## src/rtl/dac_loader.sv

```systemverilog
// dac_loader
// ----------
// Pushes the low bytes of the 8 front-panel voltage counters to an 8-channel,
// 8-bit serial DAC (AD5308-class). A shadow copy of the last value sent is
// kept per channel, and only channels whose value differs from their shadow
// are re-sent. Pending channels are served lowest index first.
//
// Frame on the wire (MSB first, 16 bits while cs_n is low):
//     {1'b0, ch[2:0], data[7:0], 4'b0000}
// The DAC samples mosi on the falling edge of sclk. mosi changes only while
// sclk rises.
//
// Optional build macro: DAC_LOADER_SYNC_LDAC_EN
//     defined   : ldac_n idles high. After a burst of frames, once the gap
//                 following the last frame ends with nothing pending, ldac_n
//                 pulses low for 2*CLK_DIV cycles so all channels update
//                 together.
//     undefined : ldac_n is tied low, so each channel updates on its own
//                 cs_n rise.
//
// Parameters:
//     CLK_DIV  clk cycles per sclk half-period (>= 2)
//     GAP_HP   minimum cs_n-high time between frames, in sclk half-periods
//
// Ports:
//     clk            system clock, all logic on posedge
//     rst            synchronous reset, active-high
//     cntr0..cntr7   counter values, only bits [7:0] are used
//     force_all      single-cycle pulse, marks every channel for resend
//     sclk           DAC serial clock, idles high
//     mosi           DAC serial data
//     cs_n           DAC frame select (SYNC), active-low
//     ldac_n         DAC load strobe, active-low
//     busy           high from frame start until the sequencer is idle again
//     pending        per-channel resend-needed flags
module dac_loader #(
    parameter int CLK_DIV = 4,
    parameter int GAP_HP  = 2
) (
    input  logic        clk,
    input  logic        rst,
    input  logic [15:0] cntr0,
    input  logic [15:0] cntr1,
    input  logic [15:0] cntr2,
    input  logic [15:0] cntr3,
    input  logic [15:0] cntr4,
    input  logic [15:0] cntr5,
    input  logic [15:0] cntr6,
    input  logic [15:0] cntr7,
    input  logic        force_all,
    output logic        sclk,
    output logic        mosi,
    output logic        cs_n,
    output logic        ldac_n,
    output logic        busy,
    output logic [7:0]  pending
);

    localparam logic [1:0] ST_IDLE  = 2'd0;
    localparam logic [1:0] ST_SHIFT = 2'd1;
    localparam logic [1:0] ST_GAP   = 2'd2;
`ifdef DAC_LOADER_SYNC_LDAC_EN
    localparam logic [1:0] ST_LDAC  = 2'd3;
`endif

    // Terminal counts for the shared cycle counter.
    localparam logic [15:0] DIV_LAST  = 16'(CLK_DIV - 1);
    localparam logic [15:0] GAP_LAST  = 16'(GAP_HP * CLK_DIV - 1);
`ifdef DAC_LOADER_SYNC_LDAC_EN
    localparam logic [15:0] LDAC_LAST = 16'(2 * CLK_DIV - 1);
`endif

    // ------------------------------------------------------------------
    // Counter inputs: keep the low byte, discard the rest.
    // ------------------------------------------------------------------
    logic [127:0] cntr_all;
    logic [7:0]   cntr_lo [8];
    logic [7:0]   unused_hi;
    logic [7:0]   diff;

    logic [1:0]   state_q, state_d;
    logic [15:0]  cnt_q, cnt_d;
    logic [4:0]   hp_q, hp_d;        // sclk half-period index within a frame
    logic [15:0]  shift_q, shift_d;
    logic         sclk_q, sclk_d;
    logic         mosi_q, mosi_d;
    logic         cs_n_q, cs_n_d;
    logic         busy_q, busy_d;
    logic [7:0]   pending_q, pending_d;
    logic [7:0]   shadow_q [8];
    logic [7:0]   shadow_d [8];
`ifdef DAC_LOADER_SYNC_LDAC_EN
    logic         ldac_n_q, ldac_n_d;
    logic         sent_q, sent_d;    // a frame went out since the last LDAC pulse
`endif

    assign cntr_all = {cntr7, cntr6, cntr5, cntr4, cntr3, cntr2, cntr1, cntr0};

    for (genvar gi = 0; gi < 8; gi++) begin : g_chan
        assign cntr_lo[gi]   = cntr_all[gi*16 +: 8];
        assign unused_hi[gi] = ^cntr_all[gi*16 + 8 +: 8];
        assign diff[gi]      = (cntr_lo[gi] != shadow_q[gi]);
    end

    // ------------------------------------------------------------------
    // Lowest-index pending channel and its current data.
    // ------------------------------------------------------------------
    logic [2:0]  sel_ch;
    logic [7:0]  sel_data;
    logic [15:0] sel_frame;

    always_comb begin
        sel_ch = 3'd0;
        for (int i = 7; i >= 0; i--) begin
            if (pending_q[i]) begin
                sel_ch = 3'(i);
            end
        end
    end

    assign sel_data  = cntr_lo[sel_ch];
    assign sel_frame = {1'b0, sel_ch, sel_data, 4'b0000};

    // ------------------------------------------------------------------
    // Sequencer
    // ------------------------------------------------------------------
    logic       start;
    logic [7:0] pending_clr;

    always_comb begin
        state_d     = state_q;
        cnt_d       = cnt_q;
        hp_d        = hp_q;
        shift_d     = shift_q;
        sclk_d      = sclk_q;
        mosi_d      = mosi_q;
        cs_n_d      = cs_n_q;
        busy_d      = busy_q;
        shadow_d    = shadow_q;
        pending_clr = 8'h00;
        start       = 1'b0;
`ifdef DAC_LOADER_SYNC_LDAC_EN
        ldac_n_d    = ldac_n_q;
        sent_d      = sent_q;
`endif

        case (state_q)
            ST_IDLE: begin
                if (|pending_q) begin
                    start = 1'b1;
                end
            end

            ST_SHIFT: begin
                if (cnt_q == DIV_LAST) begin
                    cnt_d = 16'd0;
                    hp_d  = hp_q + 5'd1;
                    if (!hp_q[0]) begin
                        // Even half-period boundary: falling edge, DAC samples.
                        sclk_d = 1'b0;
                    end else begin
                        sclk_d = 1'b1;
                        if (hp_q == 5'd31) begin
                            // Rise after the 16th fall closes the frame.
                            cs_n_d  = 1'b1;
                            mosi_d  = 1'b0;
                            state_d = ST_GAP;
                        end else begin
                            shift_d = {shift_q[14:0], 1'b0};
                            mosi_d  = shift_q[14];
                        end
                    end
                end else begin
                    cnt_d = cnt_q + 16'd1;
                end
            end

            ST_GAP: begin
                if (cnt_q == GAP_LAST) begin
                    cnt_d = 16'd0;
                    if (|pending_q) begin
                        // Start the next frame directly so the gap is exact.
                        start = 1'b1;
`ifdef DAC_LOADER_SYNC_LDAC_EN
                    end else if (sent_q) begin
                        state_d  = ST_LDAC;
                        ldac_n_d = 1'b0;
`endif
                    end else begin
                        state_d = ST_IDLE;
                        busy_d  = 1'b0;
                    end
                end else begin
                    cnt_d = cnt_q + 16'd1;
                end
            end

`ifdef DAC_LOADER_SYNC_LDAC_EN
            ST_LDAC: begin
                if (cnt_q == LDAC_LAST) begin
                    cnt_d    = 16'd0;
                    ldac_n_d = 1'b1;
                    sent_d   = 1'b0;
                    state_d  = ST_IDLE;
                    busy_d   = 1'b0;
                end else begin
                    cnt_d = cnt_q + 16'd1;
                end
            end
`endif

            default: begin
                state_d = ST_IDLE;
                busy_d  = 1'b0;
            end
        endcase

        if (start) begin
            state_d             = ST_SHIFT;
            cnt_d               = 16'd0;
            hp_d                = 5'd0;
            shift_d             = sel_frame;
            mosi_d              = sel_frame[15];
            sclk_d              = 1'b1;
            cs_n_d              = 1'b0;
            busy_d              = 1'b1;
            shadow_d[sel_ch]    = sel_data;
            pending_clr[sel_ch] = 1'b1;
`ifdef DAC_LOADER_SYNC_LDAC_EN
            sent_d              = 1'b1;
`endif
        end

        // The channel being started compares against its old shadow this
        // cycle, so its clear must win over the change-detect set. force_all
        // wins over everything, including the channel just started.
        if (force_all) begin
            pending_d = 8'hFF;
        end else begin
            pending_d = (pending_q | diff) & ~pending_clr;
        end
    end

    always_ff @(posedge clk) begin
        if (rst) begin
            state_q   <= ST_IDLE;
            cnt_q     <= 16'd0;
            hp_q      <= 5'd0;
            shift_q   <= 16'd0;
            sclk_q    <= 1'b1;
            mosi_q    <= 1'b0;
            cs_n_q    <= 1'b1;
            busy_q    <= 1'b0;
            pending_q <= 8'hFF;
            shadow_q  <= '{default: 8'h00};
`ifdef DAC_LOADER_SYNC_LDAC_EN
            ldac_n_q  <= 1'b1;
            sent_q    <= 1'b0;
`endif
        end else begin
            state_q   <= state_d;
            cnt_q     <= cnt_d;
            hp_q      <= hp_d;
            shift_q   <= shift_d;
            sclk_q    <= sclk_d;
            mosi_q    <= mosi_d;
            cs_n_q    <= cs_n_d;
            busy_q    <= busy_d;
            pending_q <= pending_d;
            shadow_q  <= shadow_d;
`ifdef DAC_LOADER_SYNC_LDAC_EN
            ldac_n_q  <= ldac_n_d;
            sent_q    <= sent_d;
`endif
        end
    end

    assign sclk    = sclk_q;
    assign mosi    = mosi_q;
    assign cs_n    = cs_n_q;
    assign busy    = busy_q;
    assign pending = pending_q;
`ifdef DAC_LOADER_SYNC_LDAC_EN
    assign ldac_n  = ldac_n_q;
`else
    assign ldac_n  = 1'b0;
`endif

endmodule

```

## config.mk

```make
export PLATFORM = sky130hd
export DESIGN_NAME = dac_loader
export DESIGN_NICKNAME = d
export VERILOG_FILES = /design/src/rtl/dac_loader.sv
export SDC_FILE = /design/constraint.sdc
export NUM_CORES = 1
export LEC_CHECK = 0
export CAP_MARGIN = 10
export CORE_MARGIN = 10
export CORE_UTILIZATION = 50
export CTS_CLUSTER_SIZE = 40
export DETAILED_ROUTE_END_ITERATION = 10
export PLACE_DENSITY = 0.85
export SETUP_SLACK_MARGIN = 0.4
export SYNTH_ARGS = -nofsm -noshare
export SYNTH_HDL_FRONTEND = slang
export SYNTH_SLANG_ARGS = --single-unit
```

## constraint.sdc

```tcl
create_clock -name clk -period 5.5 [get_ports clk]
set_clock_uncertainty 0.2 [all_clocks]
set_input_delay 1.65 -clock clk [delete_from_list [all_inputs] [get_ports clk]]
set_output_delay 1.65 -clock clk [all_outputs]
set_load 0.005 [all_outputs]
```

==> metrics, run 1 <==
number of placement rows 39; CTS buffer count 9; cell chain of the critical path nor2b_2 > o21ba_2 > nor2_2 > buf_4 > mux2_2 > a2111oi_4 > a311oi_1; Worst Setup End Kind flop; Post-Syn Area approximately 6000 sq um; count of cells along the worst hold path 2; dominant synthesized flop cell sky130_fd_sc_hd__dfxtp_1; Multi-input gate area ~3500 sq um; die extent in x between 100 and 150 um; required arrival time at the worst endpoint 5.48 ns; setup repair after global routing missed its margin false; synthesis warning total 0; number of antenna violations at the first check in global routing 0; setup bufs post-CTS 0; final routed wirelength across all metal layers approximately 17000 um; clock tree from TritonCTS done; final count of pins violating max slew 0; Die ar. 16700 sq um; area of the core between 10000 and 15000 sq um; Layout area overhead 17.7%; Worst R2R Setup Slack 1.86 ns; remaining number of nets flagged by the antenna check after routing 0; critical path type reg2reg; Net count, final between 800 and 900; number of I/O pins roughly 140; Total Power Consumption 1840 uW; fraction of final layout cells with drive strength greater than 1 0.0787; wire length of the first global-routing pass 26800 um; total via count after detailed routing roughly 5.3k; power density of the placed cells ~260 nW/um^2; final routed DRC violation total 0; drt first-iter violations 663; arrival time at the worst endpoint 3.63 ns; Routed WL per cell 19.6 um; Layout Cells excl Fill 867; Post-synth top cells sky130_fd_sc_hd__dfxtp_1 (110), sky130_fd_sc_hd__nor2_1 (98), sky130_fd_sc_hd__a211oi_1 (71); peak fanout along the critical path 25; DR vias/cell 6.12; post-detailed-placement half-perimeter wirelength around 12000 um; largest cells by area after synthesis sky130_fd_sc_hd__dfxtp_1 (37%), sky130_fd_sc_hd__xnor2_1 (9.6%), sky130_fd_sc_hd__a211oi_1 (8.9%); Resized cells post-CTS 0; CTS Root Buffer Type sky130_fd_sc_hd__clkbuf_16; reg-to-reg critical path endpoint shift_q[4]$_SDFFE_PP0P_; Worst Max-Slew Pin Slew roughly 0.98 ns; global routing usage summed across all routing layers 0.200; H-Tree Level Count 3; via count of the first global-routing pass ~5.2k; clk buf depth 2; number of cells in the design after placement 851; Post-synth ARST share 0; kind of path behind the tightest hold check reg2reg; top cell type by total area after synthesis sky130_fd_sc_hd__dfxtp_1; hold wc startpoint mosi$_SDFFE_PP0P_; final-layout setup total negative slack 0 ns; initial core utilization 0.515; footprint of the flip-flops and latches between 2000 and 2500 sq um; synthesized instance count approximately 670; Slowest Stage Delay on Critical Path just under 0.9 ns; most frequently used cell type in the post-synthesis netlist sky130_fd_sc_hd__dfxtp_1; post-synth top area share 0.370; Die Y-Extent 129 um; startpoint kind of the worst setup timing path flop; post-synthesis area per instance between 8 and 9 sq um; RePlAce Congestion between 0.9 and 1; largest net degree at the start of global routing between 70 and 80; crit path max-delay cell type sky130_fd_sc_hd__a2111oi_4; outcome finished clean; sequential fraction of the synthesis area 0.370; maximum clock frequency approximately 270 MHz; sink count of the clock tree 110; WHS Endpoint mosi$_SDFFE_PP0P_; later-pin clock latency in the skew report ~0.35 ns; leakage power summed over all cells 0.00226 uW; IO buf count between 70 and 80; count of state elements after synthesis 110; Distinct cells, synth between 60 and 70; number of filler cells placed in the layout between 900 and 1k; Max IR drop VDD 0.000208 V; post-CTS clock slew at the launch and capture registers of the worst setup and hold paths 0.07 ns; syn_nets just over 800; cells on worst reg2reg path 7; number of enable-type register cells in the synthesized netlist 0; crit path time final approximately 3.6 ns; first drt pass iteration count 5; maxcap violations 0; worst rel slew slack 0.342; Hold Fails Final Rpt 0; Hold Buf Count CTS 0; count of endpoints failing setup in the final report 0; remaining global-route overflow 0; number of diodes added for antenna fixing 0; origin of the critical flop-to-flop path pending[2]$_SDFF_PP1_; post-route fraction of the period consumed by the critical path 0.662
area by class of cell:
cell class	instances	share of cell area
inverter	6	0.00321
sequential	110	0.314
timing repair buffer	81	0.114
multi-input combinational	511	0.499
tap	143	0.0255
clock buffer	10	0.0341
clock inverter	6	0.00999
worst max-delay path: cells and delay by family, from the launching register on:
family	cells	cell delay [ns]
compound gates	3	1.44
mux	1	0.39
simple gates	2	0.49
flops	1	0.62
buf+inv	1	0.32
registers in the layout, summed over array words and instances (netlist names):
signal	count
hp_q	5
cnt_q	16
mosi	1
busy	1
sclk	1
shift_q	11
state_q	2
cs_n	1
pending	8
shadow_q	64
cell usage in the layout, fill, tap and decap left out, drive strengths merged, types with 3 or more instances in the layout:
cell / instances
a2111oi: 8
a211oi: 72
a21boi: 3
a21oi: 32
and3: 3
buf: 4
clkbuf: 10
clkdlybuf4s50: 77
dfxtp: 110
ha: 7
inv: 7
mux2: 8
nand2: 21
nand2b: 3
nand3: 41
nand4: 14
nor2: 100
nor2b: 5
nor3: 15
nor4: 12
o21ai: 44
o21bai: 8
o31ai: 3
xnor2: 65
xor2: 18
metrics by stage:
| stage | area [sq um] | util | setup slack, ns | hold slack (ns) |
|---|---|---|---|---|
| global placement | 6700 | 0.579 | 1.68 | 0.244 |
| global route | 7010 | 0.606 | 1.76 | 0.291 |
| CTS | 7010 | 0.606 | 1.95 | 0.270 |
| floorplan | 5960 | - | 2.58 | 0.244 |
| finish | 7010 | 0.606 | 1.86 | 0.266 |
| detailed placement | 6700 | 0.579 | 1.63 | 0.250 |
power breakdown:
part | switching [uW] | internal [uW]
clock network | 298 | 369
logic | 183 | 140
registers | 25.2 | 827
total | 506 | 1340
routing by layer:
| metal | share of wire | wire length [um] | vias to the layer above | GRT usage |
|---|---|---|---|---|
| met5 | 0 | 0 | - | 0 |
| li1 | - | - | 2513 | - |
| met2 | 0.48 | 8130 | 257 | 0.327 |
| met1 | 0.39 | 6550 | 2480 | 0.237 |
| met4 | 0.039 | 664 | 0 | 0.106 |
| met3 | 0.098 | 1660 | 58 | 0.0489 |
how the worst max path moves through the flow:
stage,startpoint,to,slack (ns),cells after the start
after floorplan,cntr4[0],shift_q[4]$_SDFFE_PP0P_,2.58,3
after CTS,cntr5[7],shadow_q[23]$_SDFFE_PP0P_,1.95,4
after global routing,pending[2]$_SDFF_PP1_,shadow_q[33]$_SDFFE_PP0P_,1.76,7
after global placement,cntr5[7],shift_q[11]$_SDFFE_PP0P_,1.68,4
after detailed placement,cntr5[7],shadow_q[47]$_SDFFE_PP0P_,1.63,4
final,pending[2]$_SDFF_PP1_,shift_q[4]$_SDFFE_PP0P_,1.86,7
kinds of logic (layout without fill, tap and decap cells):
family                   after synthesis  count (layout)  share of synthesized area
other                                  1               1                   0.000630
multiplexers                          10              10                     0.0216
AND/OR/NAND/NOR                      226             226                      0.195
buffers and inverters                 46             103                     0.0426
flip-flops                           110             110                      0.370
XOR/XNOR                              83              83                      0.122
AO/OA/AOI/OAI                        184             184                      0.234
adder cells (fa/ha/maj)                7               7                     0.0147
(Power assumes the default switching activity.)
==> inputs of run 2 (changes only) <==
- clock period: 5.5 -> 3.45 ns (I/O delays scaled with it)
==> run 2 against run 1 <==
Fmax rose by 25%. Critical path depth rose by 2. Sequential share of layout area fell by 1.3 points. Flip-flop and latch count did not move. Non-clock buffer count rose by 37. Critical path type unchanged. Critical endpoint is now shadow_q[16]$_SDFFE_PP0P_. Highest routed layer unchanged.
==> metrics, run 2 (synthesized netlist as in run 1, its figures left out) <==
Worst Setup End Kind flop; global-route track usage on met1 0.247; IO buf count 78; max reg flops 64; wire length of the first global-routing pass roughly 28000 um; crit path time final slightly below 3 ns; final count of pins violating max slew 0; area of placed instances ~6900 sq um; kind of path behind the tightest hold check reg2reg; largest net degree at the start of global routing 48; number of antenna violations at the first check in global routing 0; Routed WL per cell about 20 um; post-route fraction of the period consumed by the critical path 0.847; die extent in x 129 um; GR peak layer met2; count of endpoints failing setup in the final report 0; H-Tree Level Count 3; critical path type reg2reg; number of cells in the design after placement ~880; post-detailed-placement half-perimeter wirelength about 13000 um; remaining global-route overflow 0; maxcap violations 0; Net count, final 894; outcome finished clean; met3 usage 0.0587; number of placement rows 39; startpoint kind of the worst setup timing path flop; power density of the placed cells between 400 and 500 nW/um^2; GR met2 Demand/Resource 0.345; total via count after detailed routing about 5.6k; number of diodes added for antenna fixing 0; worst rel slew slack 0.494; required arrival time at the worst endpoint roughly 3.5 ns; biggest regs shadow_q x64, cnt_q x16, shift_q x11; peak fanout along the critical path 12; later-pin clock latency in the skew report about 0.36 ns; post-CTS clock slew at the launch and capture registers of the worst setup and hold paths 0.07 ns; Hold Buf Count CTS 0; final routed DRC violation total 0; first drt pass iteration count 6; fraction of final layout cells with drive strength greater than 1 0.124; drt first-iter violations a little under 600; sink count of the clock tree 110; register with the highest flop count shadow_q; leakage power summed over all cells about 0.0024 uW; arrival time at the worst endpoint approximately 3.0 ns; number of I/O pins roughly 140; remaining number of nets flagged by the antenna check after routing 0; CTS Root Buffer Type sky130_fd_sc_hd__clkbuf_16; Layout area overhead 23.0%; Hold Fails Final Rpt 0; initial core utilization 0.515; Worst Max-Slew Pin Slew 0.754 ns; area of the core around 12000 sq um; clock tree from TritonCTS done; DR vias/cell 6.17; final routed wirelength across all metal layers between 15000 and 20000 um; final-layout setup total negative slack 0 ns; Layout Cells excl Fill between 900 and 1k; Die ar. roughly 17000 sq um; most common library cell in the layout ignoring fill and taps sky130_fd_sc_hd__dfxtp_1; clk buf depth 2; CTS buffer count 9; RePlAce Congestion 1.01; setup repair after global routing missed its margin false; Die Y-Extent between 100 and 150 um; Max IR drop VDD roughly 0.00034 V; Final Instance Area 7320 sq um; maximum clock frequency about 340 MHz; commonest non-fill, non-tap cells in the layout sky130_fd_sc_hd__dfxtp_1 (110), sky130_fd_sc_hd__nor2_1 (98), sky130_fd_sc_hd__clkdlybuf4s50_1 (77); global routing usage summed across all routing layers 0.209; via count of the first global-routing pass about 5.4k
run 2: changes by cell type in the layout (fill, tap and decap cells not counted), sizes merged:
cell and delta:
buf +37, clkbuf -1, clkinv +1
run 2: what timing repair did:
item	in CTS	in global routing
buffers inserted	0	10
pin swaps	1	3
setup endpoints to repair	1	53
gates resized for setup	0	2
run 2: final timing paths:
kind | start | end | slack (ns) | cells past startpoint
worst max-delay path | cnt_q[0]$_SDFFE_PP0P_ | shadow_q[16]$_SDFFE_PP0P_ | 0.53 | 9
worst min-delay path | mosi$_SDFFE_PP0P_ | mosi$_SDFFE_PP0P_ | 0.26 | 2
worst max register to register | cnt_q[0]$_SDFFE_PP0P_ | shadow_q[16]$_SDFFE_PP0P_ | 0.53 | 9
worst min register to register | mosi$_SDFFE_PP0P_ | mosi$_SDFFE_PP0P_ | 0.26 | 2
run 2: layout make-up:
class	instances	area [sq um]
clock buffer	9	225
clock inverter	7	72.6
fill	897	4240
inverter	6	22.5
multi-input combinational	511	3510
sequential	110	2200
tap	143	179
timing repair buffer	118	1110
run 2: report_power, final:
group,internal [uW],switching (uW),leakage [uW]
Clock,564,482,0.000142
Sequential,1320,40.2,0.000893
Combinational,258,305,0.00141
Total,2140,828,0.00244
run 2: through the flow:
step / power [uW] / util / setup slack, ns / hold slack (ns)
3_3_place_gp: 1910 / 0.597 / 0.571 / 0.244
2_1_floorplan: 1710 / - / 0.940 / 0.244
5_1_grt: 3070 / 0.633 / 0.422 / 0.300
4_1_cts: 2960 / 0.623 / 0.412 / 0.267
6_report: 2970 / 0.633 / 0.528 / 0.261
3_5_place_dp: 1930 / 0.597 / 0.479 / 0.253
run 2: worst max-delay path: stages, from the launching register on:
cell and delay [ns]:
sky130_fd_sc_hd__dfxtp_1 0.42, sky130_fd_sc_hd__ha_1 0.28, sky130_fd_sc_hd__nor4b_2 0.27, sky130_fd_sc_hd__and4_1 0.44, sky130_fd_sc_hd__a31oi_4 0.32, sky130_fd_sc_hd__nor3_4 0.26, sky130_fd_sc_hd__buf_4 0.19, sky130_fd_sc_hd__buf_4 0.13
sky130_fd_sc_hd__nor2_1 0.04, sky130_fd_sc_hd__a211oi_1 0.25
run 2: routing by layer:
metal	part of all wire	vias to the layer above
met5	0	-
met4	0.044	0
met3	0.094	70
met2	0.48	326
met1	0.38	2599
li1	-	2587
